--- src/rtl/tl_pkg.sv ---
// Shared TileLink constants and types for the client agent.
// Holds channel opcodes, grow/shrink/report permission params, transfer sizes,
// the command-op encoding and the FSM state types used by the agent.
package tl_pkg;

  // A-channel opcodes
  localparam logic [2:0] OpAPutFullData  = 3'd0;
  localparam logic [2:0] OpAGet          = 3'd4;
  localparam logic [2:0] OpAAcquireBlock = 3'd6;

  // C-channel opcodes
  localparam logic [2:0] OpCProbeAck = 3'd4;

  // D-channel opcodes
  localparam logic [2:0] OpDAccessAck     = 3'd0;
  localparam logic [2:0] OpDAccessAckData = 3'd1;
  localparam logic [2:0] OpDGrant         = 3'd4;
  localparam logic [2:0] OpDGrantData     = 3'd5;

  // Grow params (Acquire)
  localparam logic [2:0] ParamNtoB = 3'd0;
  localparam logic [2:0] ParamNtoT = 3'd1;
  localparam logic [2:0] ParamBtoT = 3'd2;

  // Shrink / report params (Probe ack, Release)
  localparam logic [2:0] ParamTtoB = 3'd0;
  localparam logic [2:0] ParamTtoN = 3'd1;
  localparam logic [2:0] ParamBtoN = 3'd2;
  localparam logic [2:0] ParamTtoT = 3'd3;
  localparam logic [2:0] ParamBtoB = 3'd4;
  localparam logic [2:0] ParamNtoN = 3'd5;

  // log2 of transfer size in bytes
  localparam logic [3:0] SizeBeat  = 4'd3;
  localparam logic [3:0] SizeBlock = 4'd6;

  // Beats in one block transfer (64 B over 8 B beats)
  localparam int unsigned BlockBeats = 8;

  typedef enum logic [1:0] {
    CmdGet     = 2'd0,
    CmdPutFull = 2'd1,
    CmdAcquire = 2'd2,
    CmdRsvd    = 2'd3
  } cmd_op_e;

  typedef enum logic [1:0] {
    StIdle,
    StASend,
    StDWait,
    StESend
  } main_state_e;

  typedef enum logic {
    StPIdle,
    StPAck
  } probe_state_e;

  function automatic logic [2:0] a_opcode_of(cmd_op_e op);
    unique case (op)
      CmdPutFull: return OpAPutFullData;
      CmdAcquire: return OpAAcquireBlock;
      default:    return OpAGet;
    endcase
  endfunction

  function automatic logic [3:0] a_size_of(cmd_op_e op);
    return (op == CmdAcquire) ? SizeBlock : SizeBeat;
  endfunction

endpackage

--- src/rtl/tl_client_agent_if.sv ---
// Bundle of the command/response port and TileLink A-E channels of the agent.
// master: agent view (drives cmd_ready, rsp_*, A/C/E payloads, b_ready, d_ready).
// slave : environment view (drives cmd_*, a_ready, B payload, c_ready, D payload, e_ready).
interface tl_client_agent_if #(
  parameter int unsigned ADDR_W   = 64,
  parameter int unsigned DATA_W   = 64,
  parameter int unsigned SOURCE_W = 4,
  parameter int unsigned SINK_W   = 4
);
  // Command / response
  logic              cmd_valid;
  logic              cmd_ready;
  logic [1:0]        cmd_op;
  logic [ADDR_W-1:0] cmd_addr;
  logic [2:0]        cmd_param;
  logic [DATA_W-1:0] cmd_data;
  logic [7:0]        cmd_mask;
  logic              rsp_valid;
  logic              rsp_last;
  logic              rsp_denied;
  logic              rsp_timeout;
  logic [DATA_W-1:0] rsp_data;
  // A
  logic                a_valid;
  logic                a_ready;
  logic [2:0]          a_opcode;
  logic [2:0]          a_param;
  logic [3:0]          a_size;
  logic [SOURCE_W-1:0] a_source;
  logic [ADDR_W-1:0]   a_address;
  logic [7:0]          a_mask;
  logic [DATA_W-1:0]   a_data;
  // B
  logic                b_valid;
  logic                b_ready;
  logic [2:0]          b_opcode;
  logic [2:0]          b_param;
  logic [3:0]          b_size;
  logic [SOURCE_W-1:0] b_source;
  logic [ADDR_W-1:0]   b_address;
  // C
  logic                c_valid;
  logic                c_ready;
  logic [2:0]          c_opcode;
  logic [2:0]          c_param;
  logic [3:0]          c_size;
  logic [SOURCE_W-1:0] c_source;
  logic [ADDR_W-1:0]   c_address;
  logic [DATA_W-1:0]   c_data;
  // D
  logic                d_valid;
  logic                d_ready;
  logic [2:0]          d_opcode;
  logic [1:0]          d_param;
  logic [3:0]          d_size;
  logic [SOURCE_W-1:0] d_source;
  logic [SINK_W-1:0]   d_sink;
  logic                d_denied;
  logic [DATA_W-1:0]   d_data;
  // E
  logic              e_valid;
  logic              e_ready;
  logic [SINK_W-1:0] e_sink;

  modport master (
    input  cmd_valid, cmd_op, cmd_addr, cmd_param, cmd_data, cmd_mask,
    output cmd_ready, rsp_valid, rsp_last, rsp_denied, rsp_timeout, rsp_data,
    output a_valid, a_opcode, a_param, a_size, a_source, a_address, a_mask, a_data,
    input  a_ready,
    input  b_valid, b_opcode, b_param, b_size, b_source, b_address,
    output b_ready,
    output c_valid, c_opcode, c_param, c_size, c_source, c_address, c_data,
    input  c_ready,
    input  d_valid, d_opcode, d_param, d_size, d_source, d_sink, d_denied, d_data,
    output d_ready,
    output e_valid, e_sink,
    input  e_ready
  );

  modport slave (
    output cmd_valid, cmd_op, cmd_addr, cmd_param, cmd_data, cmd_mask,
    input  cmd_ready, rsp_valid, rsp_last, rsp_denied, rsp_timeout, rsp_data,
    input  a_valid, a_opcode, a_param, a_size, a_source, a_address, a_mask, a_data,
    output a_ready,
    output b_valid, b_opcode, b_param, b_size, b_source, b_address,
    input  b_ready,
    input  c_valid, c_opcode, c_param, c_size, c_source, c_address, c_data,
    output c_ready,
    output d_valid, d_opcode, d_param, d_size, d_source, d_sink, d_denied, d_data,
    input  d_ready,
    input  e_valid, e_sink,
    output e_ready
  );
endinterface

--- src/rtl/tl_probe_responder.sv ---
// Answers every B-channel probe with a ProbeAck NtoN on C (the agent keeps no cache
// state), independently of the main transaction FSM.
// Ports: i_clk, i_rst (sync, active-high); B: i_b_valid/o_b_ready/i_b_size/i_b_address;
// C: o_c_valid/i_c_ready and the registered C payload outputs.
module tl_probe_responder
  import tl_pkg::*;
#(
  parameter int unsigned ADDR_W   = 64,
  parameter int unsigned DATA_W   = 64,
  parameter int unsigned SOURCE_W = 4,
  parameter int unsigned SRC_ID   = 0
) (
  input  logic                i_clk,
  input  logic                i_rst,
  input  logic                i_b_valid,
  output logic                o_b_ready,
  input  logic [3:0]          i_b_size,
  input  logic [ADDR_W-1:0]   i_b_address,
  output logic                o_c_valid,
  input  logic                i_c_ready,
  output logic [2:0]          o_c_opcode,
  output logic [2:0]          o_c_param,
  output logic [3:0]          o_c_size,
  output logic [SOURCE_W-1:0] o_c_source,
  output logic [ADDR_W-1:0]   o_c_address,
  output logic [DATA_W-1:0]   o_c_data
);

  probe_state_e      r_state;
  logic              r_b_ready;
  logic              r_c_valid;
  logic [3:0]        r_size;
  logic [ADDR_W-1:0] r_address;

  always_ff @(posedge i_clk) begin
    if (i_rst) begin
      r_state   <= StPIdle;
      r_b_ready <= 1'b0;
      r_c_valid <= 1'b0;
      r_size    <= '0;
      r_address <= '0;
    end else begin
      unique case (r_state)
        StPIdle: begin
          r_b_ready <= 1'b1;
          if (i_b_valid && r_b_ready) begin
            r_b_ready <= 1'b0;
            r_c_valid <= 1'b1;
            r_size    <= i_b_size;
            r_address <= i_b_address;
            r_state   <= StPAck;
          end
        end
        StPAck: begin
          if (i_c_ready) begin
            r_c_valid <= 1'b0;
            r_b_ready <= 1'b1;
            r_state   <= StPIdle;
          end
        end
        default: r_state <= StPIdle;
      endcase
    end
  end

  assign o_b_ready   = r_b_ready;
  assign o_c_valid   = r_c_valid;
  assign o_c_opcode  = OpCProbeAck;
  assign o_c_param   = ParamNtoN;
  assign o_c_size    = r_size;
  assign o_c_source  = SOURCE_W'(SRC_ID);
  assign o_c_address = r_address;
  assign o_c_data    = '0;

endmodule

--- src/rtl/tl_client_agent.sv ---
// TileLink client agent: turns one command at a time into an A request, collects the
// D response (single beat or 8-beat GrantData burst), finishes Acquires with GrantAck
// on E, and guards D_WAIT with a watchdog. Probes are served by tl_probe_responder.
// Ports: i_clk, i_rst (sync, active-high), io_tl (tl_client_agent_if.master).
module tl_client_agent
  import tl_pkg::*;
#(
  parameter int unsigned ADDR_W   = 64,
  parameter int unsigned DATA_W   = 64,
  parameter int unsigned SOURCE_W = 4,
  parameter int unsigned SINK_W   = 4,
  parameter int unsigned SRC_ID   = 0,
  parameter int unsigned TIMEOUT  = 1024
) (
  input logic              i_clk,
  input logic              i_rst,
  tl_client_agent_if.master io_tl
);

  localparam int unsigned WdogW = $clog2(TIMEOUT + 1);

  main_state_e       r_state;
  logic              r_cmd_ready;
  logic              r_a_valid;
  logic [2:0]        r_a_opcode;
  logic [2:0]        r_a_param;
  logic [3:0]        r_a_size;
  logic [ADDR_W-1:0] r_a_address;
  logic [7:0]        r_a_mask;
  logic [DATA_W-1:0] r_a_data;
  logic              r_d_ready;
  logic              r_e_valid;
  logic [SINK_W-1:0] r_e_sink;
  logic              r_rsp_valid;
  logic              r_rsp_last;
  logic              r_rsp_denied;
  logic              r_rsp_timeout;
  logic [DATA_W-1:0] r_rsp_data;
  logic [2:0]        r_beat;
  logic [WdogW-1:0]  r_wdog;

  cmd_op_e w_cmd_op;
  logic    w_d_known_op;
  logic    w_d_match;
  logic    w_unused;

  assign w_cmd_op     = cmd_op_e'(io_tl.cmd_op);
  assign w_d_known_op = (io_tl.d_opcode == OpDAccessAck) || (io_tl.d_opcode == OpDAccessAckData) ||
                        (io_tl.d_opcode == OpDGrant)     || (io_tl.d_opcode == OpDGrantData);
  // Beats for other sources are still handshaken (d_ready=1) but otherwise ignored.
  assign w_d_match    = io_tl.d_valid && r_d_ready && w_d_known_op &&
                        (io_tl.d_source == SOURCE_W'(SRC_ID));
  assign w_unused     = ^{io_tl.d_param, io_tl.d_size, io_tl.b_opcode, io_tl.b_param,
                          io_tl.b_source};

  always_ff @(posedge i_clk) begin
    if (i_rst) begin
      r_state       <= StIdle;
      r_cmd_ready   <= 1'b0;
      r_a_valid     <= 1'b0;
      r_a_opcode    <= '0;
      r_a_param     <= '0;
      r_a_size      <= '0;
      r_a_address   <= '0;
      r_a_mask      <= '0;
      r_a_data      <= '0;
      r_d_ready     <= 1'b0;
      r_e_valid     <= 1'b0;
      r_e_sink      <= '0;
      r_rsp_valid   <= 1'b0;
      r_rsp_last    <= 1'b0;
      r_rsp_denied  <= 1'b0;
      r_rsp_timeout <= 1'b0;
      r_rsp_data    <= '0;
      r_beat        <= '0;
      r_wdog        <= '0;
    end else begin
      // Response strobes are single-cycle pulses.
      r_rsp_valid   <= 1'b0;
      r_rsp_last    <= 1'b0;
      r_rsp_denied  <= 1'b0;
      r_rsp_timeout <= 1'b0;
      unique case (r_state)
        StIdle: begin
          r_cmd_ready <= 1'b1;
          // Reserved op is consumed without side effects; cmd_ready stays high.
          if (io_tl.cmd_valid && r_cmd_ready && (w_cmd_op != CmdRsvd)) begin
            r_cmd_ready <= 1'b0;
            r_a_valid   <= 1'b1;
            r_a_opcode  <= a_opcode_of(w_cmd_op);
            r_a_size    <= a_size_of(w_cmd_op);
            r_a_param   <= (w_cmd_op == CmdAcquire) ? io_tl.cmd_param : 3'd0;
            r_a_address <= io_tl.cmd_addr;
            r_a_mask    <= (w_cmd_op == CmdPutFull) ? io_tl.cmd_mask : 8'hFF;
            r_a_data    <= (w_cmd_op == CmdPutFull) ? io_tl.cmd_data : '0;
            r_state     <= StASend;
          end
        end
        StASend: begin
          if (io_tl.a_ready) begin
            r_a_valid <= 1'b0;
            r_d_ready <= 1'b1;
            r_wdog    <= '0;
            r_beat    <= '0;
            r_state   <= StDWait;
          end
        end
        StDWait: begin
          if (w_d_match) begin
            // Watchdog restarts on every accepted beat so a slow burst is not cut off.
            r_wdog       <= '0;
            r_rsp_valid  <= 1'b1;
            r_rsp_data   <= io_tl.d_data;
            r_rsp_denied <= io_tl.d_denied;
            if (io_tl.d_opcode == OpDGrantData) begin
              r_beat <= r_beat + 3'd1;
              if (r_beat == 3'd0) r_e_sink <= io_tl.d_sink;
              if (r_beat == 3'(BlockBeats - 1)) begin
                r_rsp_last <= 1'b1;
                r_d_ready  <= 1'b0;
                r_e_valid  <= 1'b1;
                r_state    <= StESend;
              end
            end else if (io_tl.d_opcode == OpDGrant) begin
              r_rsp_last <= 1'b1;
              r_e_sink   <= io_tl.d_sink;
              r_d_ready  <= 1'b0;
              r_e_valid  <= 1'b1;
              r_state    <= StESend;
            end else begin
              r_rsp_last  <= 1'b1;
              r_d_ready   <= 1'b0;
              r_cmd_ready <= 1'b1;
              r_state     <= StIdle;
            end
          end else if (r_wdog == WdogW'(TIMEOUT - 1)) begin
            r_rsp_valid   <= 1'b1;
            r_rsp_last    <= 1'b1;
            r_rsp_timeout <= 1'b1;
            r_rsp_data    <= '0;
            r_beat        <= '0;
            r_d_ready     <= 1'b0;
            r_cmd_ready   <= 1'b1;
            r_state       <= StIdle;
          end else begin
            r_wdog <= r_wdog + WdogW'(1);
          end
        end
        StESend: begin
          if (io_tl.e_ready) begin
            r_e_valid   <= 1'b0;
            r_cmd_ready <= 1'b1;
            r_state     <= StIdle;
          end
        end
        default: r_state <= StIdle;
      endcase
    end
  end

  assign io_tl.cmd_ready   = r_cmd_ready;
  assign io_tl.rsp_valid   = r_rsp_valid;
  assign io_tl.rsp_last    = r_rsp_last;
  assign io_tl.rsp_denied  = r_rsp_denied;
  assign io_tl.rsp_timeout = r_rsp_timeout;
  assign io_tl.rsp_data    = r_rsp_data;
  assign io_tl.a_valid     = r_a_valid;
  assign io_tl.a_opcode    = r_a_opcode;
  assign io_tl.a_param     = r_a_param;
  assign io_tl.a_size      = r_a_size;
  assign io_tl.a_source    = SOURCE_W'(SRC_ID);
  assign io_tl.a_address   = r_a_address;
  assign io_tl.a_mask      = r_a_mask;
  assign io_tl.a_data      = r_a_data;
  assign io_tl.d_ready     = r_d_ready;
  assign io_tl.e_valid     = r_e_valid;
  assign io_tl.e_sink      = r_e_sink;

  logic                w_b_ready;
  logic                w_c_valid;
  logic [2:0]          w_c_opcode;
  logic [2:0]          w_c_param;
  logic [3:0]          w_c_size;
  logic [SOURCE_W-1:0] w_c_source;
  logic [ADDR_W-1:0]   w_c_address;
  logic [DATA_W-1:0]   w_c_data;

  tl_probe_responder #(
    .ADDR_W   (ADDR_W),
    .DATA_W   (DATA_W),
    .SOURCE_W (SOURCE_W),
    .SRC_ID   (SRC_ID)
  ) u_probe (
    .i_clk       (i_clk),
    .i_rst       (i_rst),
    .i_b_valid   (io_tl.b_valid),
    .o_b_ready   (w_b_ready),
    .i_b_size    (io_tl.b_size),
    .i_b_address (io_tl.b_address),
    .o_c_valid   (w_c_valid),
    .i_c_ready   (io_tl.c_ready),
    .o_c_opcode  (w_c_opcode),
    .o_c_param   (w_c_param),
    .o_c_size    (w_c_size),
    .o_c_source  (w_c_source),
    .o_c_address (w_c_address),
    .o_c_data    (w_c_data)
  );

  assign io_tl.b_ready   = w_b_ready;
  assign io_tl.c_valid   = w_c_valid;
  assign io_tl.c_opcode  = w_c_opcode;
  assign io_tl.c_param   = w_c_param;
  assign io_tl.c_size    = w_c_size;
  assign io_tl.c_source  = w_c_source;
  assign io_tl.c_address = w_c_address;
  assign io_tl.c_data    = w_c_data;

endmodule

--- src/flat_wrapper.sv ---
// flat-port wrapper written by rule: the top's interface ports become plain ports
module tl_client_agent_flat import tl_pkg::*;
#(
  parameter int unsigned ADDR_W   = 64,
  parameter int unsigned DATA_W   = 64,
  parameter int unsigned SOURCE_W = 4,
  parameter int unsigned SINK_W   = 4,
  parameter int unsigned SRC_ID   = 0,
  parameter int unsigned TIMEOUT  = 1024
)
  (i_clk, i_rst, io_tl_cmd_valid, io_tl_cmd_op, io_tl_cmd_addr, io_tl_cmd_param, io_tl_cmd_data, io_tl_cmd_mask, io_tl_cmd_ready, io_tl_rsp_valid, io_tl_rsp_last, io_tl_rsp_denied, io_tl_rsp_timeout, io_tl_rsp_data, io_tl_a_valid, io_tl_a_opcode, io_tl_a_param, io_tl_a_size, io_tl_a_source, io_tl_a_address, io_tl_a_mask, io_tl_a_data, io_tl_a_ready, io_tl_b_valid, io_tl_b_opcode, io_tl_b_param, io_tl_b_size, io_tl_b_source, io_tl_b_address, io_tl_b_ready, io_tl_c_valid, io_tl_c_opcode, io_tl_c_param, io_tl_c_size, io_tl_c_source, io_tl_c_address, io_tl_c_data, io_tl_c_ready, io_tl_d_valid, io_tl_d_opcode, io_tl_d_param, io_tl_d_size, io_tl_d_source, io_tl_d_sink, io_tl_d_denied, io_tl_d_data, io_tl_d_ready, io_tl_e_valid, io_tl_e_sink, io_tl_e_ready);
  tl_client_agent_if #(.ADDR_W(ADDR_W), .DATA_W(DATA_W), .SOURCE_W(SOURCE_W), .SINK_W(SINK_W)) io_tl_i ();
  input logic i_clk;
  input logic i_rst;
  input wire logic [$bits(io_tl_i.cmd_valid)-1:0] io_tl_cmd_valid;
  input wire logic [$bits(io_tl_i.cmd_op)-1:0] io_tl_cmd_op;
  input wire logic [$bits(io_tl_i.cmd_addr)-1:0] io_tl_cmd_addr;
  input wire logic [$bits(io_tl_i.cmd_param)-1:0] io_tl_cmd_param;
  input wire logic [$bits(io_tl_i.cmd_data)-1:0] io_tl_cmd_data;
  input wire logic [$bits(io_tl_i.cmd_mask)-1:0] io_tl_cmd_mask;
  output wire logic [$bits(io_tl_i.cmd_ready)-1:0] io_tl_cmd_ready;
  output wire logic [$bits(io_tl_i.rsp_valid)-1:0] io_tl_rsp_valid;
  output wire logic [$bits(io_tl_i.rsp_last)-1:0] io_tl_rsp_last;
  output wire logic [$bits(io_tl_i.rsp_denied)-1:0] io_tl_rsp_denied;
  output wire logic [$bits(io_tl_i.rsp_timeout)-1:0] io_tl_rsp_timeout;
  output wire logic [$bits(io_tl_i.rsp_data)-1:0] io_tl_rsp_data;
  output wire logic [$bits(io_tl_i.a_valid)-1:0] io_tl_a_valid;
  output wire logic [$bits(io_tl_i.a_opcode)-1:0] io_tl_a_opcode;
  output wire logic [$bits(io_tl_i.a_param)-1:0] io_tl_a_param;
  output wire logic [$bits(io_tl_i.a_size)-1:0] io_tl_a_size;
  output wire logic [$bits(io_tl_i.a_source)-1:0] io_tl_a_source;
  output wire logic [$bits(io_tl_i.a_address)-1:0] io_tl_a_address;
  output wire logic [$bits(io_tl_i.a_mask)-1:0] io_tl_a_mask;
  output wire logic [$bits(io_tl_i.a_data)-1:0] io_tl_a_data;
  input wire logic [$bits(io_tl_i.a_ready)-1:0] io_tl_a_ready;
  input wire logic [$bits(io_tl_i.b_valid)-1:0] io_tl_b_valid;
  input wire logic [$bits(io_tl_i.b_opcode)-1:0] io_tl_b_opcode;
  input wire logic [$bits(io_tl_i.b_param)-1:0] io_tl_b_param;
  input wire logic [$bits(io_tl_i.b_size)-1:0] io_tl_b_size;
  input wire logic [$bits(io_tl_i.b_source)-1:0] io_tl_b_source;
  input wire logic [$bits(io_tl_i.b_address)-1:0] io_tl_b_address;
  output wire logic [$bits(io_tl_i.b_ready)-1:0] io_tl_b_ready;
  output wire logic [$bits(io_tl_i.c_valid)-1:0] io_tl_c_valid;
  output wire logic [$bits(io_tl_i.c_opcode)-1:0] io_tl_c_opcode;
  output wire logic [$bits(io_tl_i.c_param)-1:0] io_tl_c_param;
  output wire logic [$bits(io_tl_i.c_size)-1:0] io_tl_c_size;
  output wire logic [$bits(io_tl_i.c_source)-1:0] io_tl_c_source;
  output wire logic [$bits(io_tl_i.c_address)-1:0] io_tl_c_address;
  output wire logic [$bits(io_tl_i.c_data)-1:0] io_tl_c_data;
  input wire logic [$bits(io_tl_i.c_ready)-1:0] io_tl_c_ready;
  input wire logic [$bits(io_tl_i.d_valid)-1:0] io_tl_d_valid;
  input wire logic [$bits(io_tl_i.d_opcode)-1:0] io_tl_d_opcode;
  input wire logic [$bits(io_tl_i.d_param)-1:0] io_tl_d_param;
  input wire logic [$bits(io_tl_i.d_size)-1:0] io_tl_d_size;
  input wire logic [$bits(io_tl_i.d_source)-1:0] io_tl_d_source;
  input wire logic [$bits(io_tl_i.d_sink)-1:0] io_tl_d_sink;
  input wire logic [$bits(io_tl_i.d_denied)-1:0] io_tl_d_denied;
  input wire logic [$bits(io_tl_i.d_data)-1:0] io_tl_d_data;
  output wire logic [$bits(io_tl_i.d_ready)-1:0] io_tl_d_ready;
  output wire logic [$bits(io_tl_i.e_valid)-1:0] io_tl_e_valid;
  output wire logic [$bits(io_tl_i.e_sink)-1:0] io_tl_e_sink;
  input wire logic [$bits(io_tl_i.e_ready)-1:0] io_tl_e_ready;
  assign io_tl_i.cmd_valid = io_tl_cmd_valid;
  assign io_tl_i.cmd_op = io_tl_cmd_op;
  assign io_tl_i.cmd_addr = io_tl_cmd_addr;
  assign io_tl_i.cmd_param = io_tl_cmd_param;
  assign io_tl_i.cmd_data = io_tl_cmd_data;
  assign io_tl_i.cmd_mask = io_tl_cmd_mask;
  assign io_tl_cmd_ready = io_tl_i.cmd_ready;
  assign io_tl_rsp_valid = io_tl_i.rsp_valid;
  assign io_tl_rsp_last = io_tl_i.rsp_last;
  assign io_tl_rsp_denied = io_tl_i.rsp_denied;
  assign io_tl_rsp_timeout = io_tl_i.rsp_timeout;
  assign io_tl_rsp_data = io_tl_i.rsp_data;
  assign io_tl_a_valid = io_tl_i.a_valid;
  assign io_tl_a_opcode = io_tl_i.a_opcode;
  assign io_tl_a_param = io_tl_i.a_param;
  assign io_tl_a_size = io_tl_i.a_size;
  assign io_tl_a_source = io_tl_i.a_source;
  assign io_tl_a_address = io_tl_i.a_address;
  assign io_tl_a_mask = io_tl_i.a_mask;
  assign io_tl_a_data = io_tl_i.a_data;
  assign io_tl_i.a_ready = io_tl_a_ready;
  assign io_tl_i.b_valid = io_tl_b_valid;
  assign io_tl_i.b_opcode = io_tl_b_opcode;
  assign io_tl_i.b_param = io_tl_b_param;
  assign io_tl_i.b_size = io_tl_b_size;
  assign io_tl_i.b_source = io_tl_b_source;
  assign io_tl_i.b_address = io_tl_b_address;
  assign io_tl_b_ready = io_tl_i.b_ready;
  assign io_tl_c_valid = io_tl_i.c_valid;
  assign io_tl_c_opcode = io_tl_i.c_opcode;
  assign io_tl_c_param = io_tl_i.c_param;
  assign io_tl_c_size = io_tl_i.c_size;
  assign io_tl_c_source = io_tl_i.c_source;
  assign io_tl_c_address = io_tl_i.c_address;
  assign io_tl_c_data = io_tl_i.c_data;
  assign io_tl_i.c_ready = io_tl_c_ready;
  assign io_tl_i.d_valid = io_tl_d_valid;
  assign io_tl_i.d_opcode = io_tl_d_opcode;
  assign io_tl_i.d_param = io_tl_d_param;
  assign io_tl_i.d_size = io_tl_d_size;
  assign io_tl_i.d_source = io_tl_d_source;
  assign io_tl_i.d_sink = io_tl_d_sink;
  assign io_tl_i.d_denied = io_tl_d_denied;
  assign io_tl_i.d_data = io_tl_d_data;
  assign io_tl_d_ready = io_tl_i.d_ready;
  assign io_tl_e_valid = io_tl_i.e_valid;
  assign io_tl_e_sink = io_tl_i.e_sink;
  assign io_tl_i.e_ready = io_tl_e_ready;
  tl_client_agent #(.ADDR_W(ADDR_W), .DATA_W(DATA_W), .SOURCE_W(SOURCE_W), .SINK_W(SINK_W), .SRC_ID(SRC_ID), .TIMEOUT(TIMEOUT)) u_core (.i_clk(i_clk), .i_rst(i_rst), .io_tl(io_tl_i));
endmodule
--- config.mk ---
export PLATFORM = sky130hd
export DESIGN_NAME = tl_client_agent_flat
export DESIGN_NICKNAME = d
export VERILOG_FILES = /design/src/rtl/tl_pkg.sv /design/src/rtl/tl_client_agent_if.sv /design/src/rtl/tl_probe_responder.sv /design/src/rtl/tl_client_agent.sv /design/src/flat_wrapper.sv
export SDC_FILE = /design/constraint.sdc
export NUM_CORES = 1
export LEC_CHECK = 0
export ABC_AREA = 1
export ABC_CLOCK_PERIOD_IN_PS = 1600
export CORE_AREA = 2 2 262 264
export CTS_CLUSTER_DIAMETER = 50
export CTS_CLUSTER_SIZE = 28
export DETAILED_ROUTE_END_ITERATION = 6
export DIE_AREA = 0 0 264 266
export GPL_TIMING_DRIVEN = 1
export PLACE_DENSITY_LB_ADDON = 0.05
export SLEW_MARGIN = 5
export SYNTH_ARGS = -nofsm -noshare
export SYNTH_HDL_FRONTEND = slang
export SYNTH_HIERARCHICAL = 1
export SYNTH_SLANG_ARGS = --single-unit
--- constraint.sdc ---
create_clock -name i_clk -period 1.6 [get_ports i_clk]
set_input_delay 0.16 -clock i_clk [delete_from_list [all_inputs] [get_ports i_clk]]
set_output_delay 0.16 -clock i_clk [all_outputs]
set_load 0.05 [all_outputs]
==> flow_summary.toml <==
[synth]
syn_avg_cell_area_um2 = 7.85
synth_common_cells = "434 x nand2_1, 306 x dfxtp_1, 249 x nor2_1"
synth_top_area_share_pct = 48.8
synth_warnings = 6
yosysMostFrequentCell = "nand2_1"
syn_area_mm2 = 0.0125
synth_area_leader_cell = "dfxtp_1"
ys_types = 32
synth_seq_cells = 306
synth_ff_type = "dfxtp_1"
async_reset_ff_share_pct = 0
ys_seq_area_share_pct = 48.8
synth_top_cells_by_area = "dfxtp_1 49%, nand2_1 13%, nor2_1 7.5%"
synth_edf_count = 0
synth_cells = 1597

[pwr]
p_seq_share_pct = 30.4
switching_power_uw = 8860
p_int_uw = 19100
powerDensity_mw_per_mm2 = 1290
p_total_uw = 27900
vdd_ir_drop_max_uv = 855
power_frac_comb_pct = 23.5
leakage_uw = 0.00924
power_frac_clock_pct = 46.2
switching_share_pct = 31.7

[layout]
drive_gt1_share_pct = 27.5
final_util_pct = 31.9
num-fill-cells = 7309
area.growth.synth_to_final_pct = 72.1
nets = 2569
fin_cells = 3180

[critical_path]
cp-endpoint = "u_core/r_wdog[9]"
reg2reg_slack_ns = 0.03
path_cells = "inv_4 -> ha_4 -> inv_4 -> nor2_4 -> a21oi_4 -> a21boi_4 -> buf_12 -> nand2_2 -> nand2_1 -> nand2_1 -> nor2_1"
r2r_start = "u_core/r_state[1]"
path_buf_inv = 3
end_kind = "flip-flop"
cp.required_ns = 2.12
slowest_stage = "dfxtp_2"
cp_slowest_stage_delay_ns = 0.35
r2r_end = "u_core/r_wdog[9]"
path_depth = 11
reg2regPathDepth = 11
critPathMaxFanout = 5
startpoint_type = "flip-flop"
cpLargestDelayFamily = "compound AO/OA/AOI/OAI gates"
cp_data_arrival_time_ns = 2.09
crit_start = "u_core/r_state[1]"
crit_type = "reg2reg"

[global_route]
grt_pass1_vias = 12100
track_usage_pct = 14.1
grt_pass1_wl_um = 76000
antenna_found_initial = 11
grt_overflow = 0
grt_max_degree = 85

[detailed_routing]
via_count = 12300
routed_wl_um = 53800
avgViaCountPerCell = 3.87
drcViolationCount = 0
drt_iter0_markers = 461
wire_per_inst_um = 16.9
dr.pass1.iters = 4
ant_nets = 0

[die]
die_width_um = 264
initial_utilization_pct = 18.5
io_pins = 679
num_rows = 96
core_area_mm2 = 0.0677
die_h_um = 266
die_area_mm2 = 0.0702

[timing]
setup_viol_count_final = 0
max_freq_mhz = 636
period_share_pct = 98.3
setup_slack_ns = 0.0265
maxSlewHeadroom_pct = 61.8
tightest_slew_ns = 0.573
hold_viol_final = 0
finClkSkew_ns = 0.0423
timing.hold.ws_ns = 0.103
rsz0062_at_grt = "true"
report.final.slew_viol_count = 0
timing.final.crit_period_ns = 1.57

[cts]
cts_buffers = 58
htreeDepth = 2
cts_tree = "built"
cts.clk_slew.worst_paths_ns = 0.05
clk_latency_ns = 0.62
clock_sinks = 306
clockBufferDepth = 3
clockRootBuffer = "clkbuf_16"

[flow_run]
cap_viol_max_count = 0

[worst_hold_path]
holdCritStartpoint = "io_tl_cmd_data[17]"
hp-class = "in2reg"

[placed_design]
placed_cells = 3042
place_congestion = 0.762
place_hpwl_um = 38600
pre_cts_slack_ns = -0.242
numPortBuffers = 582

[status]
status = "completed"
final cells by class:
class                           instances  area [µm²]  area share (%)
Tap cell                              882        1100            5.11
Clock inverter                         27         430            1.99
Inverter                              111         434            2.01
Timing Repair Buffer                  689        6390            29.6
Multi-Input combinational cell       1084        5460            25.3
Sequential cell                       306        6140            28.4
Antenna cell                            3        7.51          0.0348
Clock buffer                           78        1620            7.49
tightest hold or removal path: stages:
cell,delay (ns)
clkdlybuf4s50_1,0.40
nand2_1,0.06
a21oi_1,0.05
how the worst min path moves through the flow:
stage                          endpoint  slack (ns)  depth (start not counted)
6_report        u_core/io_tl.a_data[17]        0.10                          3
5_1_grt         u_core/io_tl.a_data[48]        0.07                          3
3_5_place_dp   u_core/u_probe/o_c_valid        0.44                          2
2_1_floorplan  u_core/u_probe/o_b_ready        0.23                          1
4_1_cts         u_core/io_tl.a_data[17]        0.05                          3
3_3_place_gp   u_core/u_probe/o_c_valid        0.44                          2
sequential cells by signal, summed over array words and instances, names as in the netlist, 4 cells and up:
register	cells
u_core/u_probe/o_c_size	4
u_core/io_tl.a_address	64
u_core/r_wdog	11
u_core/io_tl.a_mask	8
u_core/u_probe/o_c_address	64
u_core/io_tl.e_sink	4
u_core/io_tl.a_data	64
u_core/io_tl.rsp_data	64
cell families (layout without fill, tap and decap cells):
group / count (synthesis) / after routing / synth area share (%)
buf+inv: 285 / 905 / 12.7
other cells: 3 / 83 / 0.0898
flops: 306 / 306 / 48.8
xor+xnor: 2 / 2 / 0.140
simple gates: 745 / 746 / 23.6
compound gates: 246 / 246 / 13.6
fa+ha+maj: 10 / 10 / 0.998
metal layers:
layer / vias up / part of all wire (%) / routed length, µm / GRT usage [%]
met5: - / 0.17 / 94 / 0
met4: 16 / 2.2 / 1210 / 4.47
met3: 90 / 8.1 / 4360 / 5.69
met2: 351 / 51 / 27500 / 25.1
met1: 5646 / 38 / 20700 / 15.2
li1: 6202 / - / - / -
metrics by stage:
stage               area (µm²)  TNS [ns]
floorplan                12800         0
global placement         18700    -15.87
detailed placement       18700    -18.26
CTS                      21000   -0.0289
global route             21600     -2.24
finish                   21600         0
timing repair:
item                       4_1_cts  5_1_grt
hold endpoints to repair        14        0
pin swaps                        9       23
gates resized for setup         34       63
buffers inserted                 7        6
setup endpoints to repair      160      207
gates cloned                     2       15
hold buffers                     1        0
power groups by stage:
stage                     logic (µW)  clock network [µW]  registers (µW)
final                           6550               12900            8480
after global routing            7030               13700            8540
after CTS                       6570               13400            8480
after detailed placement        6240                   0            8610
after global placement          6250                   0            8600
after floorplan                 2270                   0           10100
cell usage in the layout, fill, tap and decap left out, types with 13 or more instances in the layout:
| master | n |
|---|---|
| buf_6 | 13 |
| a22oi_2 | 64 |
| a21oi_1 | 130 |
| inv_1 | 103 |
| buf_4 | 352 |
| o21ai_0 | 14 |
| clkdlybuf4s50_1 | 291 |
| nand3_1 | 19 |
| nor2_1 | 245 |
| nand2_1 | 427 |
| buf_12 | 18 |
| a21oi_2 | 14 |
| dfxtp_1 | 300 |
| clkbuf_16 | 68 |
| conb_1 | 80 |
No activity file was read; power rests on OpenSTA's default activity.
==> RTL edit: new RTL, same flow settings <==
`ADDR_W` is set to 64 in 4 places; all go to 68.
--- a/src/rtl/tl_client_agent_if.sv
+++ b/src/rtl/tl_client_agent_if.sv
@@ -2,7 +2,7 @@
 // master: agent view (drives cmd_ready, rsp_*, A/C/E payloads, b_ready, d_ready).
 // slave : environment view (drives cmd_*, a_ready, B payload, c_ready, D payload, e_ready).
 interface tl_client_agent_if #(
-  parameter int unsigned ADDR_W   = 64,
+  parameter int unsigned ADDR_W   = 68,
   parameter int unsigned DATA_W   = 64,
   parameter int unsigned SOURCE_W = 4,
   parameter int unsigned SINK_W   = 4
--- a/src/rtl/tl_probe_responder.sv
+++ b/src/rtl/tl_probe_responder.sv
@@ -5,7 +5,7 @@
 module tl_probe_responder
   import tl_pkg::*;
 #(
-  parameter int unsigned ADDR_W   = 64,
+  parameter int unsigned ADDR_W   = 68,
   parameter int unsigned DATA_W   = 64,
   parameter int unsigned SOURCE_W = 4,
   parameter int unsigned SRC_ID   = 0
--- a/src/rtl/tl_client_agent.sv
+++ b/src/rtl/tl_client_agent.sv
@@ -5,7 +5,7 @@
 module tl_client_agent
   import tl_pkg::*;
 #(
-  parameter int unsigned ADDR_W   = 64,
+  parameter int unsigned ADDR_W   = 68,
   parameter int unsigned DATA_W   = 64,
   parameter int unsigned SOURCE_W = 4,
   parameter int unsigned SINK_W   = 4,
--- a/src/flat_wrapper.sv
+++ b/src/flat_wrapper.sv
@@ -1,7 +1,7 @@
 // flat-port wrapper written by rule: the top's interface ports become plain ports
 module tl_client_agent_flat import tl_pkg::*;
 #(
-  parameter int unsigned ADDR_W   = 64,
+  parameter int unsigned ADDR_W   = 68,
   parameter int unsigned DATA_W   = 64,
   parameter int unsigned SOURCE_W = 4,
   parameter int unsigned SINK_W   = 4,
Ports: changed (resized io_tl_a_address, io_tl_b_address, io_tl_c_address and io_tl_cmd_addr); port bits go from 679 to 695. No check against the original RTL was run, so the function may have changed too.
==> RTL edit against the original RTL <==
The run now ends with setup timing left. Sequential cell count up 8. Worst setup slack worse by 0.061 ns. Power about the same. Routed wire length up 5.1%. Clock power down 5%. Combinational power up 8.1%. Synthesized area unchanged. Design area up 3.2%. Global-route usage up 0.40 points. Critical path depth down 1. Die area unchanged.
==> RTL edit: results (changes against the original RTL) <==
| Metric | Value |
|---|---|
| 1st-pass router iterations | 7 (+3) |
| M2 GR Usage | 25.2% (+0.028 points) |
| Failing checks | setup timing |
| Drt total wl | 56600 um (+5.1%) |
| Filler instances | 7246 (-0.86%) |
| Final setup viols | 46 (+46) |
| CP Max Fanout | 6 (+1) |
| Fin worst setup slack | -0.0343 ns (-0.0608 ns) |
| Global-route wire length before repair | 77500 um (+2.0%) |
| 1st-iter DRT viols | 484 (+5.0%) |
| IO Port Bufs | 598 (+2.7%) |
| Wirelength per Cell | 17.1 um (+1.1%) |
| Dpl cells | 3161 (+3.9%) |
| Pin count of the biggest net entering global routing | 79 (-7.1%) |
| Top cells by count, synth | nand2_1, dfxtp_1, nor2_1 |
| Peak per-stage delay on the critical path | 0.33 ns (-0.02 ns) |
| DR WL met3 | 5220 um (+20%) |
| R2R depth | 10 (-1) |
| Hold Crit Endpoint | u_core/io_tl.a_address[52] |
| Num CTS Buffers | 54 (-6.9%) |
| Clk pwr share | 43.5% (-2.7 points) |
| XOR/XNOR share of the synthesized area | 0.0698% (-0.070 points) |
| Total power | 28.0 mW (about the same) |
| WL met1 | 21800 um (+5.1%) |
| Worst-Skew Late Latency | 0.59 ns (-0.03 ns) |
| Sequential element share of the synthesized area | 50.1% (+1.3 points) |
| Least-Margin Pin Slew | 0.717 ns (+0.145 ns) |
| Comb power frac | 25.3% (+1.8 points) |
| Final nets | 2701 (+5.1%) |
| Max VDD drop | 0.000778 V (-8.9%) |
| GPL Wtd Cong | 0.754 (-1.0%) |
| Worst hold slack | 0.124 ns (+0.0216 ns) |
| Top cells by area, synth | dfxtp_1, nand2_1, a21oi_1 |
| DP Worst Slack | -0.331 ns (-0.0892 ns) |
| Vias | 12800 (+4.0%) |
| Status | finished, violations left |
| Post-CTS Setup Repair Bufs | 8 (+1) |
| CP startpoint | u_core/r_state[0] |
| Setup_tns | -0.532 ns (-0.532 ns) |
| Average cell area after synthesis | 7.43 um2 (-5.4%) |
-- RTL edit: cell types whose count changed in the layout (fill, tap and decap cells not counted), moves of 10 or more --
cell,before,now
a21oi_1,130,155
a21oi_2,14,47
a22oi_2,64,6
buf_4,352,363
nand2_1,427,503
nand2_2,10,50
nand2_4,3,13
nor2_1,245,201
-- RTL edit: area by class of cell --
type	instances	area, um2	share of cell area (%)
antenna	4	10.0	0.0449
sequential	314	6300	28.3
clock buffer	72	1540	6.91
inverter	110	430	1.93
tap	882	1100	4.95
clock inverter	27	355	1.60
timing repair buffer	727	6940	31.1
multi-input combinational	1167	5600	25.2
-- RTL edit: worst max-delay path: cells and delay by family, from the launching register on --
family	cells	cell delay, ns
AO/OA/AOI/OAI	1	0.13
buffers and inverters	6	0.71
AND/OR/NAND/NOR	2	0.24
adder cells (fa/ha/maj)	1	0.14
flip-flops	1	0.33
